===== config.mk =====
export PLATFORM = sky130hd
export DESIGN_NAME = game_status_tx
export DESIGN_NICKNAME = d
export VERILOG_FILES = /design/src/rtl/game_status_tx.sv
export SDC_FILE = /design/constraint.sdc
export NUM_CORES = 1
export LEC_CHECK = 0
export ABC_AREA = 1
export ABC_CLOCK_PERIOD_IN_PS = 1900
export CORE_MARGIN = 5
export CORE_UTILIZATION = 55
export CTS_CLUSTER_DIAMETER = 50
export DETAILED_ROUTE_END_ITERATION = 12
export PLACE_DENSITY = 0.82
export SYNTH_ARGS = -nofsm -noshare
export SYNTH_HDL_FRONTEND = slang
export SYNTH_SLANG_ARGS = --single-unit

===== constraint.sdc =====
create_clock -name clk -period 1.9 [get_ports clk]
set_input_delay 0.19 -clock clk [delete_from_list [all_inputs] [get_ports clk]]
set_output_delay 0.19 -clock clk [all_outputs]
set_load 0.01 [all_outputs]

===== src/rtl/game_status_tx.sv =====
`default_nettype none
// ============================================================================
// Module   : game_status_tx
// Purpose  : Formats game start/score/over events as ASCII lines and drives
//            the byte-level transmit handshake of the shared UART.
// Options  : GAME_STATUS_TX_HEARTBEAT_EN adds a periodic "." heartbeat byte.
// Revision : 1.0 - initial release
// ============================================================================
module game_status_tx #(
    parameter int HB_TICK = 50_000_000
) (
    input  logic        clk,
    input  logic        rst,
    input  logic        start,
    input  logic        over,
    input  logic [15:0] score,
    input  logic        is_transmitting,
    output logic        transmit,
    output logic [7:0]  tx_byte,
    output logic        busy
);

    typedef enum logic [1:0] {
        S_IDLE    = 2'd0,
        S_LOAD    = 2'd1,
        S_WAIT_HI = 2'd2,
        S_WAIT_LO = 2'd3
    } state_t;

    typedef enum logic [1:0] {
        M_GO = 2'd0,
        M_SC = 2'd1,
        M_OV = 2'd2,
        M_HB = 2'd3
    } msg_t;

    state_t      r_state, w_state_nxt;
    msg_t        r_msg, w_msg_nxt;
    logic [3:0]  r_idx, w_idx_nxt;
    logic [15:0] r_snap;
    logic        r_prev_start, r_prev_over;
    logic [15:0] r_prev_score;
    logic        r_pend_go, r_pend_sc, r_pend_ov;
    logic        r_transmit;
    logic [7:0]  r_tx_byte;

    logic        w_ev_go, w_ev_sc, w_ev_ov;
    logic        w_any_pend;
    logic        w_sel, w_fire;
    logic        w_clr_go, w_clr_sc, w_clr_ov;
    logic        w_hb_due;
    logic [7:0]  w_byte;
    logic [3:0]  w_last_idx;

    function automatic logic [7:0] digit_ascii(input logic [3:0] d);
        return (d <= 4'd9) ? (8'h30 + {4'h0, d}) : 8'h3F;
    endfunction

    assign w_ev_go    = start & ~r_prev_start;
    assign w_ev_ov    = over & ~r_prev_over;
    assign w_ev_sc    = start & (score != r_prev_score);
    assign w_any_pend = r_pend_go | r_pend_sc | r_pend_ov;

`ifdef GAME_STATUS_TX_HEARTBEAT_EN
    logic [31:0] r_hb_cnt;

    assign w_hb_due = (r_hb_cnt == 32'(HB_TICK - 1));

    // Counts only idle time with nothing queued; any selection restarts it.
    always_ff @(posedge clk) begin
        if (rst) begin
            r_hb_cnt <= 32'd0;
        end else if (w_sel) begin
            r_hb_cnt <= 32'd0;
        end else if ((r_state == S_IDLE) && !w_any_pend) begin
            r_hb_cnt <= r_hb_cnt + 32'd1;
        end
    end
`else
    logic w_unused_hb;

    assign w_hb_due    = 1'b0;
    assign w_unused_hb = (HB_TICK != 0);
`endif

    // Byte table: digits come from the snapshot taken at selection.
    always_comb begin
        w_byte     = 8'h00;
        w_last_idx = 4'd8;
        case (r_msg)
            M_GO: begin
                w_last_idx = 4'd3;
                case (r_idx)
                    4'd0:    w_byte = 8'h47;
                    4'd1:    w_byte = 8'h4F;
                    4'd2:    w_byte = 8'h0D;
                    default: w_byte = 8'h0A;
                endcase
            end
            M_HB: begin
                w_last_idx = 4'd0;
                w_byte     = 8'h2E;
            end
            default: begin
                case (r_idx)
                    4'd0:    w_byte = (r_msg == M_SC) ? 8'h53 : 8'h4F;
                    4'd1:    w_byte = (r_msg == M_SC) ? 8'h43 : 8'h56;
                    4'd2:    w_byte = 8'h20;
                    4'd3:    w_byte = digit_ascii(r_snap[15:12]);
                    4'd4:    w_byte = digit_ascii(r_snap[11:8]);
                    4'd5:    w_byte = digit_ascii(r_snap[7:4]);
                    4'd6:    w_byte = digit_ascii(r_snap[3:0]);
                    4'd7:    w_byte = 8'h0D;
                    default: w_byte = 8'h0A;
                endcase
            end
        endcase
    end

    always_comb begin
        w_state_nxt = r_state;
        w_msg_nxt   = r_msg;
        w_idx_nxt   = r_idx;
        w_sel       = 1'b0;
        w_fire      = 1'b0;
        w_clr_go    = 1'b0;
        w_clr_sc    = 1'b0;
        w_clr_ov    = 1'b0;
        case (r_state)
            S_IDLE: begin
                if (r_pend_go) begin
                    w_sel     = 1'b1;
                    w_msg_nxt = M_GO;
                    w_clr_go  = 1'b1;
                end else if (r_pend_sc) begin
                    w_sel     = 1'b1;
                    w_msg_nxt = M_SC;
                    w_clr_sc  = 1'b1;
                end else if (r_pend_ov) begin
                    w_sel     = 1'b1;
                    w_msg_nxt = M_OV;
                    w_clr_ov  = 1'b1;
                end else if (w_hb_due) begin
                    w_sel     = 1'b1;
                    w_msg_nxt = M_HB;
                end
                if (w_sel) begin
                    w_idx_nxt   = 4'd0;
                    w_state_nxt = S_LOAD;
                end
            end
            S_LOAD: begin
                if (!is_transmitting) begin
                    w_fire      = 1'b1;
                    w_state_nxt = S_WAIT_HI;
                end
            end
            S_WAIT_HI: begin
                if (is_transmitting) begin
                    w_state_nxt = S_WAIT_LO;
                end
            end
            default: begin
                if (!is_transmitting) begin
                    if (r_idx == w_last_idx) begin
                        w_state_nxt = S_IDLE;
                    end else begin
                        w_idx_nxt   = r_idx + 4'd1;
                        w_state_nxt = S_LOAD;
                    end
                end
            end
        endcase
    end

    // A new event in the selection cycle re-arms its flag rather than being lost.
    always_ff @(posedge clk) begin
        if (rst) begin
            r_state      <= S_IDLE;
            r_msg        <= M_GO;
            r_idx        <= 4'd0;
            r_snap       <= 16'h0000;
            r_prev_start <= 1'b0;
            r_prev_over  <= 1'b0;
            r_prev_score <= 16'h0000;
            r_pend_go    <= 1'b0;
            r_pend_sc    <= 1'b0;
            r_pend_ov    <= 1'b0;
            r_transmit   <= 1'b0;
            r_tx_byte    <= 8'h00;
        end else begin
            r_state      <= w_state_nxt;
            r_msg        <= w_msg_nxt;
            r_idx        <= w_idx_nxt;
            r_prev_start <= start;
            r_prev_over  <= over;
            r_prev_score <= score;
            r_pend_go    <= (r_pend_go & ~w_clr_go) | w_ev_go;
            r_pend_sc    <= (r_pend_sc & ~w_clr_sc) | w_ev_sc;
            r_pend_ov    <= (r_pend_ov & ~w_clr_ov) | w_ev_ov;
            if (w_sel) begin
                r_snap <= score;
            end
            r_transmit <= w_fire;
            if (w_fire) begin
                r_tx_byte <= w_byte;
            end
        end
    end

    assign transmit = r_transmit;
    assign tx_byte  = r_tx_byte;
    assign busy     = (r_state != S_IDLE);

endmodule
`default_nettype wire


==> run summary, run 1 <==
cell taking the most area after synthesis: dfxtp_1
P_leak: 1.40 nW
core area: 4690 µm²
Worst-Margin Slew: 694 ps
post_cts resized: 2
critical path arrival: 1820 ps
P per Cell Area: 1230 nW/µm²
Hold Buf Count CTS: 0
ANT cells: 0
clk_lat worst skew: 320 ps
Detailed Route WL: 5830 µm
synth unique cells: 30
Worst Path Class, Setup: flip-flop to flip-flop
DR vias/cell: 5.26
Tot GR Track Use: 19.8%
Clock Path Buffers: 2
clock sink count: 53
Crit. End Element: flip-flop
Final Critical Period: 1630 ps
Reg clk slew, reported paths: 100 ps
Rows: 25
Syn Area/Cell: 7.12 µm²
fin util: 66.1%
Post-synth top cells: nand2_1, dfxtp_1, inv_1, nor2_1, a21oi_1
port bufs: 29
io pins: 31
Synth top area share: 39.9%
WP data required: 2100 ps
Post-Route Setup TNS: 0 ps
Hold Crit Class: primary input to flip-flop
Post-route DRC: 0
global-route wire length before repair: 9980 µm
root buf cell: clkbuf_8
Final Cycle Share: 85.6%
f_max: 0.615 GHz
Pre-Repair DR Iteration Count: 4
Max Cap Viol: 0
worst-path fanout max: 5
met2 usage: 34.1%
Main synth FF type: dfxtp_1
Final Hold Viols: 0
P&R area growth vs syn: 16.8%
post-route insts no fill: 457
starting density of the core: 56.6%
FILL cells: 445
largest net degree at the start of global routing: 36
Mapped Area: 2660 µm²
vias in the first global route: 2259
Cells after DPL: 449
post-DP HPWL: 4220 µm
Cells after Synth: 373
TritonCTS Buffers: 5
final net count: 434
Die Y: 79.5 µm
Post-synth EDFFs: 0
GR Layer Usage met3: 4.29%
clock skew: 10.1 ps
Die Span X: 79.5 µm
largest cells by area after synthesis: dfxtp_1, nand2_1, inv_1, nor2_1, a21oi_1
final setup violation count: 0
status: completed
Yosys reg bits: 53
area occupied by registers: 1060 µm²
initial antenna violation count: 0
TritonCTS clock tree: yes
RSZ-0062 raised after global routing: no
headroom to the max-slew limit: 53.7%
GRT met1 Usage: 24.5%
YS warnings: 0
Worst VDD drop: 0.00101 V
layout cells sized above 1: 6.20%
Post-DRT Antenna Nets: 0
Iteration-0 DRC Markers: 149
H-Tree Level Count: 2
Pins Over Slew Limit: 0
Final GP Congestion: 0.985
Vias: 2404
Post-CTS Setup Bufs: 0
Async SR Flop Fraction: 0%
count leader, synth: nand2_1
area of the die: 6320 µm²
crit path launch type: flip-flop
syn nets: 405
DR WL/cell: 12.8 µm
GR peak layer: met2
area of the multi-input gates: 1340 µm²
total gr overflow: 0
Seq/Total Area, Yosys: 39.9%
[registers in the layout, summed over array words and instances, names as in the netlist]
| name | count |
|---|---|
| r_idx | 4 |
| r_state | 2 |
| tx_byte | 7 |
| transmit | 1 |
| r_prev_over | 1 |
| r_prev_score | 16 |
| r_prev_start | 1 |
| r_snap | 16 |
| r_pend_ov | 1 |
| r_pend_go | 1 |
| r_pend_sc | 1 |
| r_msg | 2 |
[power by group]
group	switching, mW	total, mW	internal (mW)	leakage, nW
Clock	0.406	0.683	0.276	0.0506
Sequential	0.181	1.54	1.35	0.439
Combinational	0.957	1.60	0.639	0.914
Total	1.54	3.81	2.27	1.40
[metrics by stage]
stage	hold slack [ps]	cell area [µm²]	power (mW)	setup slack [ps]
floorplan	315	2660	2.62	501
global placement	412	3000	3.05	308
detailed placement	427	3000	3.10	251
CTS	415	3100	3.82	10.5
global route	435	3100	4.14	120
finish	414	3100	3.81	274
[worst max-delay path, cell delays in order (launching register included)]
cell	delay [ps]
dfxtp_1	410
inv_1	120
ha_1	240
nand3_1	160
inv_2	70
nor3_1	280
nand3_1	110
nand2_1	70
a21oi_1	50
[kinds of logic (layout without fill, tap and decap cells)]
logic type,Yosys count,count (layout),synth area share [%]
flip-flops,53,53,39.9
adder cells (fa/ha/maj),11,11,5.18
AND/OR/NAND/NOR,147,147,23.4
other,1,1,0.141
XOR/XNOR,16,16,5.27
buffers and inverters,64,94,9.70
AO/OA/AOI/OAI,81,81,16.3
[cell type report]
cell class	instances	area share [%]
Tap cell	54	2.18
Clock inverter	3	0.927
Timing Repair Buffer	32	10.6
Sequential cell	53	34.3
Inverter	54	6.61
Multi-Input combinational cell	256	43.2
Clock buffer	5	2.22
[layer usage]
layer  part of all wire, %  wire length, µm
met1                    43             2520
met4                   1.9              110
met2                    49             2860
met5                     0                0
met3                   5.8              336
[layout by cell type (no fill, tap or decap), drive strengths merged, types with 3 or more instances in the layout]
master and count:
nor2 54, inv 56, ha 11, clkdlybuf4s50 28, nand3 18, o21ai 37, clkbuf 5, nand4 8
xnor2 16, nand2 64, dfxtp 53, a21oi 39, buf 3
[final timing paths]
path	from	endpoint	slack [ps]	depth (start not counted)
worst min register to register	r_prev_start	r_pend_go	430	1
worst min-delay path	over	r_prev_over	410	3
worst max register to register	r_idx[0]	tx_byte[4]	270	8
worst max-delay path	r_idx[0]	tx_byte[4]	270	8
Power figures use the tool's default switching activity.
==> run 2: changes to the inputs <==
Settings changed: CORE_MARGIN 5 to 2, TNS_END_PERCENT set to 5.
==> run summary, run 2 (same netlist as run 1, synthesis figures left out) <==
Pre-Repair DR Iteration Count: 5
TritonCTS clock tree: yes
P_leak: 1.39 nW
TritonCTS Buffers: 5
layout cells sized above 1: 5.47%
Die Span X: 73.5 µm
clk_lat worst skew: 310 ps
Final Critical Period: 1660 ps
Crit. End Element: flip-flop
total power: 3.74 mW
Iteration-0 DRC Markers: 214
most frequent cells in the layout: nand2_1, dfxtp_1, inv_1, nor2_1, a21oi_1
P per Cell Area: 1210 nW/µm²
ANT cells: 0
Worst VDD drop: 0.000840 V
total gr overflow: 0
initial antenna violation count: 0
FILL cells: 441
Max Cap Viol: 0
Hold Buf Count CTS: 0
io pins: 31
Final Hold Viols: 0
final setup violation count: 0
crit path cell chain: inv_1 > ha_1 > o21ai_2 > inv_1 > o21ai_0 > nand2_1 > o21ai_0 > a21oi_1
Detailed Route WL: 5490 µm
f_max: 0.602 GHz
R2R Setup Slk: 240 ps
worst-path fanout max: 5
Reg clk slew, reported paths: 90 ps
Final Cycle Share: 87.4%
CP delay by family, top: compound AO/OA/AOI/OAI gates
starting density of the core: 56.6%
Post-Route Setup TNS: 0 ps
Vias: 2400
root buf cell: clkbuf_8
headroom to the max-slew limit: 52.9%
final net count: 434
Hold Crit Class: primary input to flip-flop
most common cell after layout, fill and taps aside: nand2_1
area of the die: 5400 µm²
Tot GR Track Use: 22.5%
Critical Path Max Stage Delay: 410 ps
WP data required: 2090 ps
crit path launch type: flip-flop
global-route wire length before repair: 9600 µm
port bufs: 29
P&R area growth vs syn: 16.2%
clock sink count: 53
Post-route DRC: 0
Post-CTS Setup Bufs: 0
clock skew: 8.92 ps
Final GP Congestion: 0.950
RSZ-0062 raised after global routing: no
Rows: 25
H-Tree Level Count: 2
Worst Path Class, Setup: flip-flop to flip-flop
CP bufs+invs: 2
Clock Path Buffers: 2
CP max stage cell: dfxtp_1
largest net degree at the start of global routing: 36
vias in the first global route: 2289
Pins Over Slew Limit: 0
post-DP HPWL: 4010 µm
status: completed
core area: 4690 µm²
Post-DRT Antenna Nets: 0
fin util: 65.8%
Fin Hold WS: 417 ps
critical path arrival: 1850 ps
Die Y: 73.5 µm
DR vias/cell: 5.26
Worst-Margin Slew: 706 ps
DR WL/cell: 12.0 µm
run 2: cell count changes in the layout (fill, tap and decap cells not counted), sizes merged:
cell      previous run  this run
clkinvlp             0         1
inv                 56        54
run 2: metal layers:
metal / share of wire (%) / GRT usage (%) / wire length, µm
met1: 46 / 27.8 / 2530
met3: 4.9 / 4.25 / 271
met2: 48 / 39.3 / 2610
met5: 0 / 0 / 0
met4: 1.4 / 7.27 / 76
run 2: repair_timing:
action                     in CTS  in global routing
gates resized for setup         2                  1
setup endpoints to repair       1                  1
hold endpoints to repair        0                  0
run 2: per-stage QoR:
step / instances / area (µm²) / worst slack (ps)
3_5_place_dp: 449 / 3000 / 267
2_1_floorplan: 373 / 2660 / 501
6_report: 456 / 3090 / 239
4_1_cts: 456 / 3090 / 26.6
3_3_place_gp: 449 / 3000 / 304
5_1_grt: 456 / 3090 / 52.0
run 2: cell type report:
class                      instances  area, µm²  share of cell area [%]
multi-input combinational        256       1340                    43.4
sequential                        53       1060                    34.4
timing repair buffer              32        328                    10.6
inverter                          54        205                    6.65
clock buffer                       5       68.8                    2.23
tap                               54       67.6                    2.19
clock inverter                     2       16.3                   0.527
run 2: worst register-to-register path, stage by stage, from the launching register on:
cell and delay, ps:
dfxtp_1 410, inv_1 100, ha_1 250, o21ai_2 280, inv_1 110, o21ai_0 180
nand2_1 60, o21ai_0 70, a21oi_1 80
run 2: power by group:
group	internal, mW	switching (mW)	total [mW]
Sequential	1.35	0.181	1.53
Clock	0.255	0.368	0.623
Combinational	0.637	0.948	1.59
run 2: final timing paths:
check	start	to	cells past startpoint
max	r_idx[1]	tx_byte[1]	8
min	over	r_prev_over	3
max reg2reg	r_idx[1]	tx_byte[1]	8
min reg2reg	r_prev_start	r_pend_go	1
==> run 3: changes to the inputs <==
Settings changed: CORE_MARGIN 2 to 10.
==> run summary, run 3 (same netlist as run 1, synthesis figures left out) <==
status: completed
Final Hold Viols: 0
R2R Setup Slk: 230 ps
initial antenna violation count: 0
final net count: 435
TritonCTS Buffers: 5
worst-path fanout max: 5
port bufs: 29
Hold Crit Class: primary input to flip-flop
Max Cap Viol: 0
Fin Hold WS: 437 ps
total gr overflow: 0
most frequent cells in the layout: nand2_1, dfxtp_1, inv_1, nor2_1, a21oi_1
most common cell after layout, fill and taps aside: nand2_1
global-route wire length before repair: 9650 µm
Reg clk slew, reported paths: 100 ps
io pins: 31
root buf cell: clkbuf_8
clock skew: 13.4 ps
Final GP Congestion: 0.973
Crit. End Element: flip-flop
DR WL/cell: 12.3 µm
core area: 4690 µm²
largest net degree at the start of global routing: 36
Tot GR Track Use: 14.9%
Iteration-0 DRC Markers: 203
P per Cell Area: 1220 nW/µm²
Pins Over Slew Limit: 0
layout cells sized above 1: 5.69%
Post-Route Setup TNS: 0 ps
area of the die: 8010 µm²
Rows: 25
WP data required: 2100 ps
Final Worst Setup Slack: 227 ps
worst slack, placed: 262 ps
crit path launch type: flip-flop
P_leak: 1.40 nW
Hold Crit Start: over
Post-DRT Antenna Nets: 0
Final Cycle Share: 88.0%
Die Span X: 89.5 µm
Hold Buf Count CTS: 0
DR vias/cell: 5.08
P&R area growth vs syn: 16.8%
critical path arrival: 1870 ps
Die Y: 89.5 µm
H-Tree Level Count: 2
f_max: 0.598 GHz
ANT cells: 0
post-DP HPWL: 4380 µm
starting density of the core: 56.6%
Pre-Repair DR Iteration Count: 4
FF-to-FF End: tx_byte[1]
RSZ-0062 raised after global routing: no
clk_lat worst skew: 310 ps
reg2reg path depth: 8
TritonCTS clock tree: yes
Critical R2R Launch: r_idx[0]
Final Critical Period: 1670 ps
Detailed Route WL: 5650 µm
Hold Path Depth: 3
Vias: 2327
Worst VDD drop: 0.000887 V
clock sink count: 53
Worst Path Class, Setup: flip-flop to flip-flop
Clock Path Buffers: 2
vias in the first global route: 2249
Post-route DRC: 0
final setup violation count: 0
Worst Hold End: r_prev_over
## run 3: changes by cell type in the layout (fill, tap and decap cells not counted)
cell / previous run / this run
buf_4: 2 / 3
clkbuf_8: 5 / 6
clkinv_4: 1 / 0
dlygate4sd2_1: 0 / 1
dlymetal6s2s_1: 1 / 0
ha_1: 10 / 11
ha_2: 1 / 0
inv_6: 0 / 1
## run 3: repair_timing
item / CTS / global route
setup buffers: 0 / 0
gates resized for setup: 2 / 0
endpoints found under the hold margin: 0 / 0
setup endpoints to repair: 1 / 0
## run 3: stage by stage
step           util [%]  total power, mW  cell area, µm²  instances
6_report           66.1             3.77            3100        458
5_1_grt            66.1             4.09            3100        458
4_1_cts            66.1             3.79            3100        458
3_5_place_dp       64.0             3.10            3000        450
3_3_place_gp       64.0             3.06            3000        450
2_1_floorplan         -             2.62            2660        373
## run 3: how the worst max path moves through the flow
stage	startpoint	endpoint	slack, ps	cells after the start
final	r_idx[0]	tx_byte[1]	230	8
after global routing	r_idx[0]	tx_byte[1]	110	8
after CTS	r_idx[0]	tx_byte[1]	240	8
after detailed placement	r_idx[0]	tx_byte[1]	260	8
after global placement	r_state[0]	busy	300	4
after floorplan	r_state[1]	tx_byte[2]	500	8
## run 3: report_power, final
part / internal [mW] / switching [mW]
clock network: 0.301 / 0.382
registers: 1.35 / 0.176
logic: 0.624 / 0.942
## run 3: critical path: stages, from the launching register on
cell and delay [ps]:
dfxtp_1 410, inv_1 120, ha_1 260, o21ai_2 240, inv_1 80, o21ai_0 200, nand2_1 70, o21ai_0 90
a21oi_1 90
## run 3: routing by layer
metal,global-route usage (%),routed length (µm),vias to the layer above,part of all wire (%)
li1,-,-,1246,-
met1,18.1,2560,1034,45
met2,25.9,2720,42,48
met3,3.10,316,5,5.6
met4,3.90,48,0,0.85
met5,0,0,-,0
## run 3: layout make-up
type / instances / area [µm²]
fill: 419 / 1590
multi-input combinational: 256 / 1340
sequential: 53 / 1060
timing repair buffer: 33 / 332
inverter: 54 / 205
clock buffer: 6 / 82.6
tap: 54 / 67.6
clock inverter: 2 / 16.3
